**src/rtl/int_flag_sequencer.sv**
```systemverilog
// Interrupt entry/exit sequencer: synchronises INTR, latches it pending, and
// drives the flag shadow save on entry and the shadow restore on RETIE.
module int_flag_sequencer #(
    parameter int SYNC_STAGES = 2,
    parameter bit EDGE_MODE   = 1'b1
) (
    input  logic CLK,
    input  logic RST,
    input  logic INTR,
    input  logic INT_SET,
    input  logic INT_CLR,
    input  logic INSTR_BNDRY,
    input  logic RETIE_REQ,
    output logic I_FLAG,
    output logic INT_PEND,
    output logic INT_ACK,
    output logic FLG_SHAD_LD,
    output logic FLG_LD_SEL,
    output logic FLG_RESTORE,
    output logic IN_SERVICE,
    output logic RETIE_ERR
);

    typedef enum logic [1:0] {
        ST_IDLE  = 2'd0,
        ST_ENTRY = 2'd1,
        ST_ISR   = 2'd2,
        ST_EXIT  = 2'd3
    } state_t;

    state_t state, state_nxt;

    logic [SYNC_STAGES-1:0] sync_p0;
    logic                   s_intr;
    logic                   s_intr_p1;
    logic                   set_evt;
    logic                   set_p2;
    logic                   take_int;
    logic                   take_exit;

    assign s_intr = sync_p0[SYNC_STAGES-1];
    assign set_evt = EDGE_MODE ? (s_intr & ~s_intr_p1) : s_intr;

    // Entry is decided on the boundary cycle itself, so the I_FLAG clear and the
    // pending clear land on the same edge that makes INT_ACK visible.
    assign take_int  = (state == ST_IDLE) & INT_PEND & I_FLAG & INSTR_BNDRY;
    assign take_exit = (state == ST_ISR) & RETIE_REQ;

    // Stage p0: synchroniser chain on the asynchronous request line
    always_ff @(posedge CLK) begin
        if (RST) begin
            sync_p0 <= '0;
        end else begin
            sync_p0 <= {sync_p0[SYNC_STAGES-2:0], INTR};
        end
    end

    // Stage p1/p2: edge register and registered set event
    always_ff @(posedge CLK) begin
        if (RST) begin
            s_intr_p1 <= 1'b0;
            set_p2    <= 1'b0;
        end else begin
            s_intr_p1 <= s_intr;
            set_p2    <= set_evt;
        end
    end

    // Pending latch: a set arriving with the entry clear is kept
    always_ff @(posedge CLK) begin
        if (RST) begin
            INT_PEND <= 1'b0;
        end else begin
            INT_PEND <= set_p2 | (INT_PEND & ~take_int);
        end
    end

    always_ff @(posedge CLK) begin
        if (RST) begin
            I_FLAG <= 1'b0;
        end else if (take_int) begin
            I_FLAG <= 1'b0;
        end else if (take_exit) begin
            I_FLAG <= 1'b1;
        end else if (INT_CLR) begin
            I_FLAG <= 1'b0;
        end else if (INT_SET) begin
            I_FLAG <= 1'b1;
        end
    end

    always_ff @(posedge CLK) begin
        if (RST) begin
            state <= ST_IDLE;
        end else begin
            state <= state_nxt;
        end
    end

    always_comb begin
        state_nxt = state;
        case (state)
            ST_IDLE:  if (take_int)  state_nxt = ST_ENTRY;
            ST_ENTRY: state_nxt = ST_ISR;
            ST_ISR:   if (take_exit) state_nxt = ST_EXIT;
            ST_EXIT:  state_nxt = ST_IDLE;
            default:  state_nxt = ST_IDLE;
        endcase
    end

    // Outputs are registered from the next state so they align with the state flops
    always_ff @(posedge CLK) begin
        if (RST) begin
            INT_ACK     <= 1'b0;
            FLG_SHAD_LD <= 1'b0;
            FLG_LD_SEL  <= 1'b0;
            FLG_RESTORE <= 1'b0;
            IN_SERVICE  <= 1'b0;
            RETIE_ERR   <= 1'b0;
        end else begin
            INT_ACK     <= (state_nxt == ST_ENTRY);
            FLG_SHAD_LD <= (state_nxt == ST_ENTRY);
            FLG_LD_SEL  <= (state_nxt == ST_EXIT);
            FLG_RESTORE <= (state_nxt == ST_EXIT);
            IN_SERVICE  <= (state_nxt == ST_ENTRY) | (state_nxt == ST_ISR);
            RETIE_ERR   <= RETIE_REQ & (state != ST_ISR);
        end
    end

endmodule
```
**config.mk**
```make
export PLATFORM = sky130hd
export DESIGN_NAME = int_flag_sequencer
export DESIGN_NICKNAME = d
export VERILOG_FILES = /design/src/rtl/int_flag_sequencer.sv
export SDC_FILE = /design/constraint.sdc
export NUM_CORES = 1
export LEC_CHECK = 0
export CAP_MARGIN = 10
export CORE_AREA = 2 2 39 41
export DETAILED_ROUTE_END_ITERATION = 16
export DIE_AREA = 0 0 41 43
export SLEW_MARGIN = 20
export SYNTH_ARGS = -nofsm -noshare
export SYNTH_HDL_FRONTEND = slang
export SYNTH_SLANG_ARGS = --single-unit
```
**constraint.sdc**
```tcl
create_clock -name CLK -period 1.45 [get_ports CLK]
set_input_delay 0.29 -clock CLK [delete_from_list [all_inputs] [get_ports CLK]]
set_output_delay 0.29 -clock CLK [all_outputs]
set_load 0.02 [all_outputs]
```
==> results_dict.tcl, run 1 <==
set metrics [dict create \
    rsz0062_at_grt "false" \
    ant_nets 0 \
    crit_family "adder cells" \
    cp_data_arrival_time_ps 1510 \
    cpMaxStageDelayCell "dfxtp_2" \
    synthesis.nets 53 \
    irDropWorstVdd_mv 0.4591 \
    yosysSeqAreaShare_pct 53.93 \
    cts_buffers 3 \
    syn_area_um2 445.4 \
    crit_buf_inv 1 \
    p_sw_share_pct 26.64 \
    r2r_start "state[0]" \
    cpPeakStageDelay_ps 340 \
    die_h_um 43 \
    p_int_uw 561.6 \
    crit_path_cell_trace "inv_2, ha_2, o22ai_2, nand2_2, ha_1, nor2b_1" \
    worstReg2RegEnd "IN_SERVICE" \
    ff2ff_path_depth 6 \
    rrSetupSlack_ps 100 \
    die-area_um2 1763 \
    crit_type "flop to flop" \
    dp_hpwl_um 555 \
    detail_route.wl_per_cell_um 9.221 \
    finalCritPeriodShare_pct 93.20 \
    die_w_um 41 \
    yosys_register_bits 12 \
    coreArea_um2 1384 \
    diodes 0 \
    cp_max_fo 2 \
    clockPowerShare_pct 25.0 \
    fmax_ghz 0.7400 \
    clk_latency_ps 260 \
    clockRootBuffer "clkbuf_4" \
    power_density_nw_per_um2 1157 \
    clk_pin_slew_ps 70 \
    drc_errors 0 \
    routabilityCongestion 0.6511 \
    drv_slew 0 \
    grt_antenna_before_repair 0 \
    timing.final.ws_setup_ps 98.59 \
    holdWs_ps 383.9 \
    min_from "s_intr_p1" \
    tightest_slew_ps 207.2 \
    holdPathStages 1 \
    wl_um 710 \
    fin_skew_ps 3.634 \
    grt_first_pass_wirelength_um 1166 \
    synthCells 42 \
    p_leak_nw 0.3123 \
    hold_buffers 0 \
    combPwrFrac_pct 26.3 \
    dp_slack_ps -217.1 \
    grt_max_degree 9 \
    switching_power_uw 203.9 \
    ios 15 \
    required_ps 1610 \
    slew_headroom_pct 86.24 \
    yosys.cell_types.count 14 \
    hold_path.class "flop to flop" \
    clockBufferDepth 2 \
    num-fill-cells 142 \
    cts.sinks 12 \
    grtUsageTotal_pct 10.58 \
    maxCapViolations 0 \
    period_needed_ps 1351 \
    first_global_vias 285 \
    htreeDepth 1 \
    hold_viol 0 \
    nNetsFinal 74 \
    setup_violations 0 \
    synthToLayoutAreaGrowth_pct 48.60 \
    ys_warn_count 0 \
    drive_gt1_share_pct 27.87 \
    status "completed" \
    cts_tree "done" \
    via_count 330 \
    drtIter0Drc 0 \
    seqPwrFrac_pct 48.7 \
    cp-end-kind "flop" \
    initial_core_util_pct 32.19 \
    gr-total-overflow 0 \
    drt-pass1-iter-count 1 \
    cp-start-kind "flop" \
    post_drt_via_cell_ratio 4.286 \
    portBuffers 14 \
    rows 14 \
    post_cts_buffers 0 \
    synth_area_per_cell_um2 10.61 \
    holdPathEnd "set_p2" \
]
## routing by layer
metal	share of wire, %	vias up	GRT usage, %
met5	0	-	0
met2	40	13	13.44
li1	-	172	-
met3	11	2	5.236
met1	46	143	12.05
met4	2.0	0	10.00
## kinds of logic after synthesis
group,count (synthesis),synth area share [%]
buf+inv,6,7.020
fa+ha+maj,4,11.24
simple gates,16,23.03
flops,12,53.93
compound gates,4,4.775
## what timing repair did
| action | 4_1_cts | 5_1_grt |
|---|---|---|
| gates resized for setup | 10 | 6 |
| setup endpoints to repair | 9 | 1 |
| pin swaps | 0 | 4 |
| hold endpoints to repair | 0 | 0 |
## worst max path at each step
stage	startpoint	endpoint	slack (ps)	depth (start not counted)
final	state[0]	IN_SERVICE	100	6
after CTS	state[0]	IN_SERVICE	20	7
after global placement	RETIE_REQ	IN_SERVICE	-220	6
after detailed placement	RETIE_REQ	IN_SERVICE	-220	6
after global routing	state[1]	IN_SERVICE	20	7
after floorplan	state[0]	IN_SERVICE	80	6
## sequential cells by signal, summed over array words and instances (netlist names)
name and cells:
INT_PEND 1, state 2, FLG_RESTORE 1, s_intr_p1 1, I_FLAG 1, IN_SERVICE 1
RETIE_ERR 1, sync_p0 2, set_p2 1, FLG_SHAD_LD 1
## final cells by class
type	instances	area, µm²	area share, %
Clock buffer	3	22.52	3.403
Inverter	3	11.26	1.701
Multi-Input combinational cell	24	197.7	29.87
Sequential cell	12	242.7	36.67
Tap cell	16	20.02	3.025
Timing Repair Buffer	19	167.7	25.33
## synthesized netlist by cell type
| master | number | area, µm² |
|---|---|---|
| a21oi_1 | 2 | 10.01 |
| and3b_1 | 1 | 8.760 |
| buf_2 | 1 | 5.000 |
| buf_4 | 2 | 15.01 |
| dfxtp_1 | 12 | 240.2 |
| ha_1 | 4 | 50.05 |
| inv_1 | 3 | 11.26 |
| nand2_1 | 2 | 7.510 |
| nand4_2 | 1 | 12.51 |
| nor2_1 | 3 | 11.26 |
| nor2b_1 | 8 | 50.05 |
| nor3b_2 | 1 | 12.51 |
| o21ai_1 | 1 | 5.000 |
| o22ai_1 | 1 | 6.260 |
## power groups by stage
stage          Combinational (mW)  Clock [mW]  Sequential, mW
3_3_place_gp                0.195           0           0.377
3_5_place_dp                0.195           0           0.379
4_1_cts                     0.190       0.204           0.371
6_report                    0.202       0.191           0.373
2_1_floorplan              0.0878           0           0.399
5_1_grt                     0.230       0.216           0.376
## cell usage in the layout (no fill, tap or decap), drive strengths merged, types with 2 or more instances in the layout
master         instances
a21oi                  2
buf                    5
clkbuf                 3
clkdlybuf4s50          6
dfxtp                 12
dlygate4sd2            8
ha                     4
inv                    3
nand2                  2
nor2                   3
nor2b                  8
## through the flow
step | power [mW] | cells | setup TNS (ps) | utilization [%] | area, µm²
after floorplan | 0.4870 | 42 | 0 | - | 445.4
after global placement | 0.5719 | 74 | -471.0 | 45.03 | 623.1
after detailed placement | 0.5742 | 74 | -479.2 | 45.03 | 623.1
after CTS | 0.7651 | 77 | 0 | 46.56 | 644.4
after global routing | 0.8218 | 77 | 0 | 47.83 | 661.9
final | 0.7656 | 77 | 0 | 47.83 | 661.9
No activity file was read; power rests on OpenSTA's default activity.
==> run 2, diff against run 1 <==
--- a/config.mk
+++ b/config.mk
@@ -6,9 +6,9 @@
 export NUM_CORES = 1
 export LEC_CHECK = 0
 export CAP_MARGIN = 10
-export CORE_AREA = 2 2 39 41
+export CORE_AREA = 5 5 42 44
 export DETAILED_ROUTE_END_ITERATION = 16
-export DIE_AREA = 0 0 41 43
+export DIE_AREA = 0 0 47 49
 export SLEW_MARGIN = 20
 export SYNTH_ARGS = -nofsm -noshare
 export SYNTH_HDL_FRONTEND = slang
==> run 2 against run 1 <==
Sequential cell count unchanged. First-iteration DRC count up 1. Worst setup slack worse by 53 ps. Final cell count up 2.6%. Critical path depth unchanged. Routed wire length up 11%. Register-to-register slack worse by 50 ps. Global-route usage down 2.6 points. Critical path type unchanged. Highest routed layer unchanged.
==> results_dict.tcl, run 2 (same netlist as run 1, synthesis figures left out) <==
set metrics [dict create \
    status "completed" \
    cts_tree "done" \
    seq_area_um2 241.5 \
    grt_max_degree 8 \
    final_common_cell "dfxtp_1" \
    clk_pin_slew_ps 70 \
    diodes 0 \
    clockBufferDepth 2 \
    fin_skew_ps 0.9076 \
    coreArea_um2 1401 \
    slew_headroom_pct 86.08 \
    hold_path.class "flop to flop" \
    cp_data_arrival_time_ps 1580 \
    cp-end-kind "flop" \
    grt_antenna_before_repair 0 \
    cpMaxStageDelayCell "dfxtp_2" \
    htreeDepth 1 \
    final_cell_area_um2 681.9 \
    power_density_nw_per_um2 1249 \
    die_w_um 47 \
    crit_type "flop to flop" \
    wl_met2_um 346 \
    drv_slew 0 \
    tns_ps 0 \
    irDropWorstVdd_mv 0.7099 \
    detail_route.wl_per_cell_um 9.987 \
    drtIter0Drc 1 \
    dp_cells 74 \
    cts_buffers 3 \
    gr-total-overflow 0 \
    drc_errors 0 \
    post_drt_via_cell_ratio 4.241 \
    synthToLayoutAreaGrowth_pct 53.09 \
    ios 15 \
    num-fill-cells 143 \
    grtUsageTotal_pct 7.975 \
    die_h_um 49 \
    crit_path_cell_trace "inv_1, ha_2, o22ai_2, nand2_2, ha_1, nor2b_1" \
    clockRootBuffer "clkbuf_4" \
    grt_first_pass_wirelength_um 1242 \
    ant_nets 0 \
    drive_gt1_share_pct 26.98 \
    wl_um 789 \
    fmax_ghz 0.7118 \
    top_layer "met4" \
    maxCapViolations 0 \
    wl_met1_um 320 \
    cpPeakStageDelay_ps 340 \
    dpl_cell_area_um2 623.1 \
    nNetsFinal 75 \
    via_count 335 \
    clk_latency_ps 270 \
    hold_viol 0 \
    die-area_um2 2303 \
    cp_max_fo 2 \
    first_global_vias 309 \
    final_cell_mix "11 x dfxtp_1, 8 x nor2b_1, 8 x dlygate4sd2_1, 6 x clkdlybuf4s50_1, 6 x buf_4" \
    final_cells 79 \
    initial_core_util_pct 31.79 \
    period_needed_ps 1405 \
    portBuffers 14 \
    met3_length_um 86 \
    hold_buffers 0 \
    cp-start-kind "flop" \
    drt-pass1-iter-count 3 \
    cts.sinks 12 \
    multi_input_area_um2 197.7 \
    tightest_slew_ps 209.6 \
    p_leak_nw 0.3228 \
    rows 14 \
    routabilityCongestion 0.7144 \
    setup_violations 0 \
    finalCritPeriodShare_pct 96.89 \
    largest_registers "state: 2 flops, sync_p0: 2 flops" \
    required_ps 1620 \
    dp_hpwl_um 564.4 \
]
-- run 2: cell count changes in the layout (fill, tap and decap cells not counted) --
| cell | before | now |
|---|---|---|
| buf_4 | 5 | 6 |
| clkbuf_8 | 0 | 1 |
| dfxtp_1 | 10 | 11 |
| dfxtp_2 | 2 | 1 |
| inv_1 | 2 | 3 |
| inv_2 | 1 | 0 |
-- run 2: cell type report --
| class | count | share of cell area [%] |
|---|---|---|
| clock buffers | 4 | 5.321 |
| inverters | 3 | 1.651 |
| multi-input cells | 24 | 28.99 |
| flip-flops and latches | 12 | 35.41 |
| well taps | 16 | 2.936 |
| repair buffers | 20 | 25.69 |
-- run 2: metal layers --
layer,vias up,GRT usage [%]
li1,175,-
met5,-,0
met3,4,3.321
met4,0,8.295
met2,11,11.09
met1,145,8.186
-- run 2: metrics by stage --
stage	utilization, %	hold slack (ps)	setup WS [ps]	power [mW]
CTS	47.77	390.5	13.96	0.8489
detailed placement	44.46	379.2	-236.1	0.5775
floorplan	-	367.4	80.49	0.4870
global route	48.66	429.8	-18.74	0.9051
finish	48.66	386.1	45.10	0.8519
global placement	44.46	370.3	-231.6	0.5756
-- run 2: critical path, delay by kind of cell, from the launching register on --
kind	cells	cell delay, ps
flops	1	340
compound gates	1	190
buf+inv	1	80
simple gates	2	210
fa+ha+maj	2	490
-- run 2: where the power goes --
part | switching (mW) | internal, mW
sequential | 0.0114 | 0.360
clock | 0.111 | 0.153
combinational | 0.101 | 0.116
total | 0.224 | 0.628
-- run 2: what timing repair did --
item,4_1_cts,5_1_grt
setup buffers,0,1
gates resized for setup,12,2
setup endpoints to repair,9,1
gates cloned,0,0
pin swaps,2,1
endpoints found under the hold margin,0,0
-- run 2: worst paths after layout --
| path | startpoint | endpoint | slack (ps) | depth (start not counted) |
|---|---|---|---|---|
| hold / removal | s_intr_p1 | set_p2 | 390 | 1 |
| setup reg to reg | state[0] | IN_SERVICE | 50 | 6 |
| setup / recovery | state[0] | IN_SERVICE | 50 | 6 |
| hold reg to reg | s_intr_p1 | set_p2 | 390 | 1 |
==> run 3, diff against run 2 <==
--- a/config.mk
+++ b/config.mk
@@ -5,10 +5,11 @@
 export SDC_FILE = /design/constraint.sdc
 export NUM_CORES = 1
 export LEC_CHECK = 0
-export CAP_MARGIN = 10
+export ABC_AREA = 1
 export CORE_AREA = 5 5 42 44
 export DETAILED_ROUTE_END_ITERATION = 16
 export DIE_AREA = 0 0 47 49
+export PLACE_DENSITY = 0.67
 export SLEW_MARGIN = 20
 export SYNTH_ARGS = -nofsm -noshare
 export SYNTH_HDL_FRONTEND = slang
==> run 3 against run 2 <==
First-iteration DRC count grew to 3.0 times the previous value. Register-to-register slack improved by 60 ps. Highest routed layer unchanged. Sequential share of layout area up 1.4 points. Worst hold slack gained 13 ps. Largest cell class unchanged.
==> results_dict.tcl, run 3 <==
set metrics [dict create \
    status "completed" \
    hold_path.class "flop to flop" \
    cpMostUsedCell "inv_1" \
    coreArea_um2 1401 \
    yosysTopAreaCell "dfxtp_1" \
    crit_buf_inv 3 \
    synthCells 57 \
    grt_antenna_before_repair 0 \
    portBuffers 14 \
    initial_core_util_pct 34.38 \
    maxCapViolations 0 \
    drt-pass1-iter-count 4 \
    finalCoreUtilization_pct 46.52 \
    seqPwrFrac_pct 58.3 \
    yosys_register_bits 12 \
    first_global_vias 374 \
    clk_latency_ps 270 \
    synth_area_per_cell_um2 8.451 \
    fin_skew_ps 6.317 \
    switching_power_uw 123.2 \
    drtIter0Drc 3 \
    wl_um 763 \
    crit_path_cell_trace "inv_1, ha_2, nand2_1, inv_2, nand2_2, nand3_2, ha_1, inv_1, nor2_1" \
    dp_hpwl_um 618.9 \
    ff2ff_path_depth 9 \
    yosys.cell_types.count 15 \
    ios 15 \
    synth_area_leaders "dfxtp_1 50%, ha_1 10%, inv_1 9.4%" \
    cp-startpoint "state[0]" \
    cpPeakStageDelay_ps 350 \
    worstReg2RegEnd "IN_SERVICE" \
    synthAdderAreaFrac_pct 10.39 \
    nNetsFinal 86 \
    drc_errors 0 \
    worst-path-stages 9 \
    period_needed_ps 1344 \
    gr-total-overflow 0 \
    synth_top_family_by_area "simple AND/OR/NAND/NOR gates" \
    cp_data_arrival_time_ps 1510 \
    clockRootBuffer "clkbuf_4" \
    yosys.area_share.simple_pct 18.96 \
    cp-end-kind "flop" \
    cts_tree "done" \
    ys_warn_count 0 \
    setup_violations 0 \
    combPwrFrac_pct 9.1 \
    post_cts_buffers 0 \
    crit_family "adder cells" \
    synthToLayoutAreaGrowth_pct 35.32 \
    tns_ps 0 \
    cpMaxStageDelayCell "dfxtp_1" \
    hold_buffers 0 \
    cp-start-kind "flop" \
    grt_first_pass_wirelength_um 1324 \
    drv_slew 0 \
    syn_area_um2 481.7 \
    die-area_um2 2303 \
    p_int_uw 463.3 \
    rows 14 \
    synth_compound_area_share_pct 4.416 \
    finalCritPeriodShare_pct 92.70 \
    synth_ff_type "dfxtp_1" \
    detail_route.wl_per_cell_um 8.573 \
    irDropWorstVdd_mv 0.6598 \
    largest_registers "state: 2 flops, sync_p0: 2 flops" \
    ys_async_sr_fraction_pct 0 \
    final_cell_mix "12 x dfxtp_1, 12 x inv_1, 8 x nand2_1, 8 x nor2_1, 8 x dlygate4sd2_1" \
    die_w_um 47 \
    synth-xor-area-share_pct 0 \
    rrSetupSlack_ps 110 \
    r2r_start "state[0]" \
    required_ps 1620 \
    cp_max_fo 3 \
    synthMuxAreaShare_pct 0 \
    ant_nets 0 \
    synth_edf_count 0 \
    clockBufferDepth 2 \
    clockPowerShare_pct 32.7 \
    grt_max_degree 7 \
    p_leak_nw 0.3480 \
    post_drt_via_cell_ratio 4.169 \
    tightest_slew_ps 216.8 \
    yosysSeqAreaShare_pct 49.87 \
    holdPathStages 1 \
    diodes 0 \
    synth_top_area_share_pct 49.87 \
    htreeDepth 1 \
    rsz0062_at_grt "false" \
    crit_path_end "IN_SERVICE" \
    clk_pin_slew_ps 70 \
    grtUsageTotal_pct 7.910 \
    hold_viol 0 \
    drive_gt1_share_pct 17.81 \
    routabilityCongestion 0.7215 \
    power_density_nw_per_um2 899.7 \
    cts_buffers 3 \
    p_sw_share_pct 21.00 \
    die_h_um 49 \
    crit_type "flop to flop" \
    fmax_ghz 0.7439 \
    synthesis.nets 68 \
    min_from "s_intr_p1" \
    via_count 371 \
    power.total_uw 586.5 \
    cts.sinks 12 \
    slew_headroom_pct 85.61 \
    synthTopCellsByCount "12 x dfxtp_1, 12 x inv_1, 8 x nand2_1, 8 x nor2_1, 4 x ha_1" \
]
==> run 3: per-layer routing <==
layer  track usage, %  vias to the layer above  share of wire (%)
met3            2.214                        5                 11
li1                 -                      198                  -
met5                0                        -                  0
met1            7.539                      155                 40
met2            12.90                       13                 44
met4            6.912                        0                4.1
==> run 3: worst min-delay path by stage <==
| stage | endpoint |
|---|---|
| CTS | set_p2 |
| global route | set_p2 |
| floorplan | set_p2 |
| detailed placement | set_p2 |
| global placement | set_p2 |
| finish | set_p2 |
==> run 3: per-stage QoR <==
| stage | setup WS [ps] | instance area [µm²] | std cells | hold WS [ps] |
|---|---|---|---|---|
| CTS | 78.48 | 643.1 | 89 | 405.4 |
| finish | 105.8 | 651.9 | 89 | 399.6 |
| global route | 26.48 | 651.9 | 89 | 412.1 |
| floorplan | 157.3 | 481.7 | 57 | 374.4 |
| detailed placement | -9.426 | 630.6 | 86 | 390.4 |
| global placement | -2.236 | 630.6 | 86 | 382.2 |
==> run 3: timing repair <==
item	CTS	global route
gates resized for setup	8	3
endpoints found under the setup margin	8	1
pin swaps	0	0
==> run 3: layout make-up <==
type	instances	area, µm²
inverters	14	52.55
multi-input cells	28	171.4
clock buffers	3	22.52
fillers	148	749.5
well taps	16	20.02
repair buffers	16	145.1
flip-flops and latches	12	240.2
==> run 3: worst register-to-register path: stages (launching register included) <==
cell,delay [ps]
dfxtp_1,350
inv_1,70
ha_2,200
nand2_1,70
inv_2,30
nand2_2,70
nand3_2,90
ha_1,290
inv_1,50
nor2_1,30
==> run 3: cell families (layout without fill, tap and decap cells) <==
family / count (synthesis) / after routing
AOI/OAI and AO/OA: 3 / 3
adders and majority gates: 4 / 4
buffers and inverters: 17 / 33
DFF: 12 / 12
and+or+nand+nor: 21 / 21
==> run 3: power groups by stage <==
stage               Clock [mW]  Combinational, mW  Sequential, mW
detailed placement           0             0.0568           0.350
global placement             0             0.0561           0.349
finish                   0.192             0.0532           0.342
floorplan                    0             0.0209           0.355
global route             0.215             0.0581           0.342
CTS                      0.201             0.0536           0.342
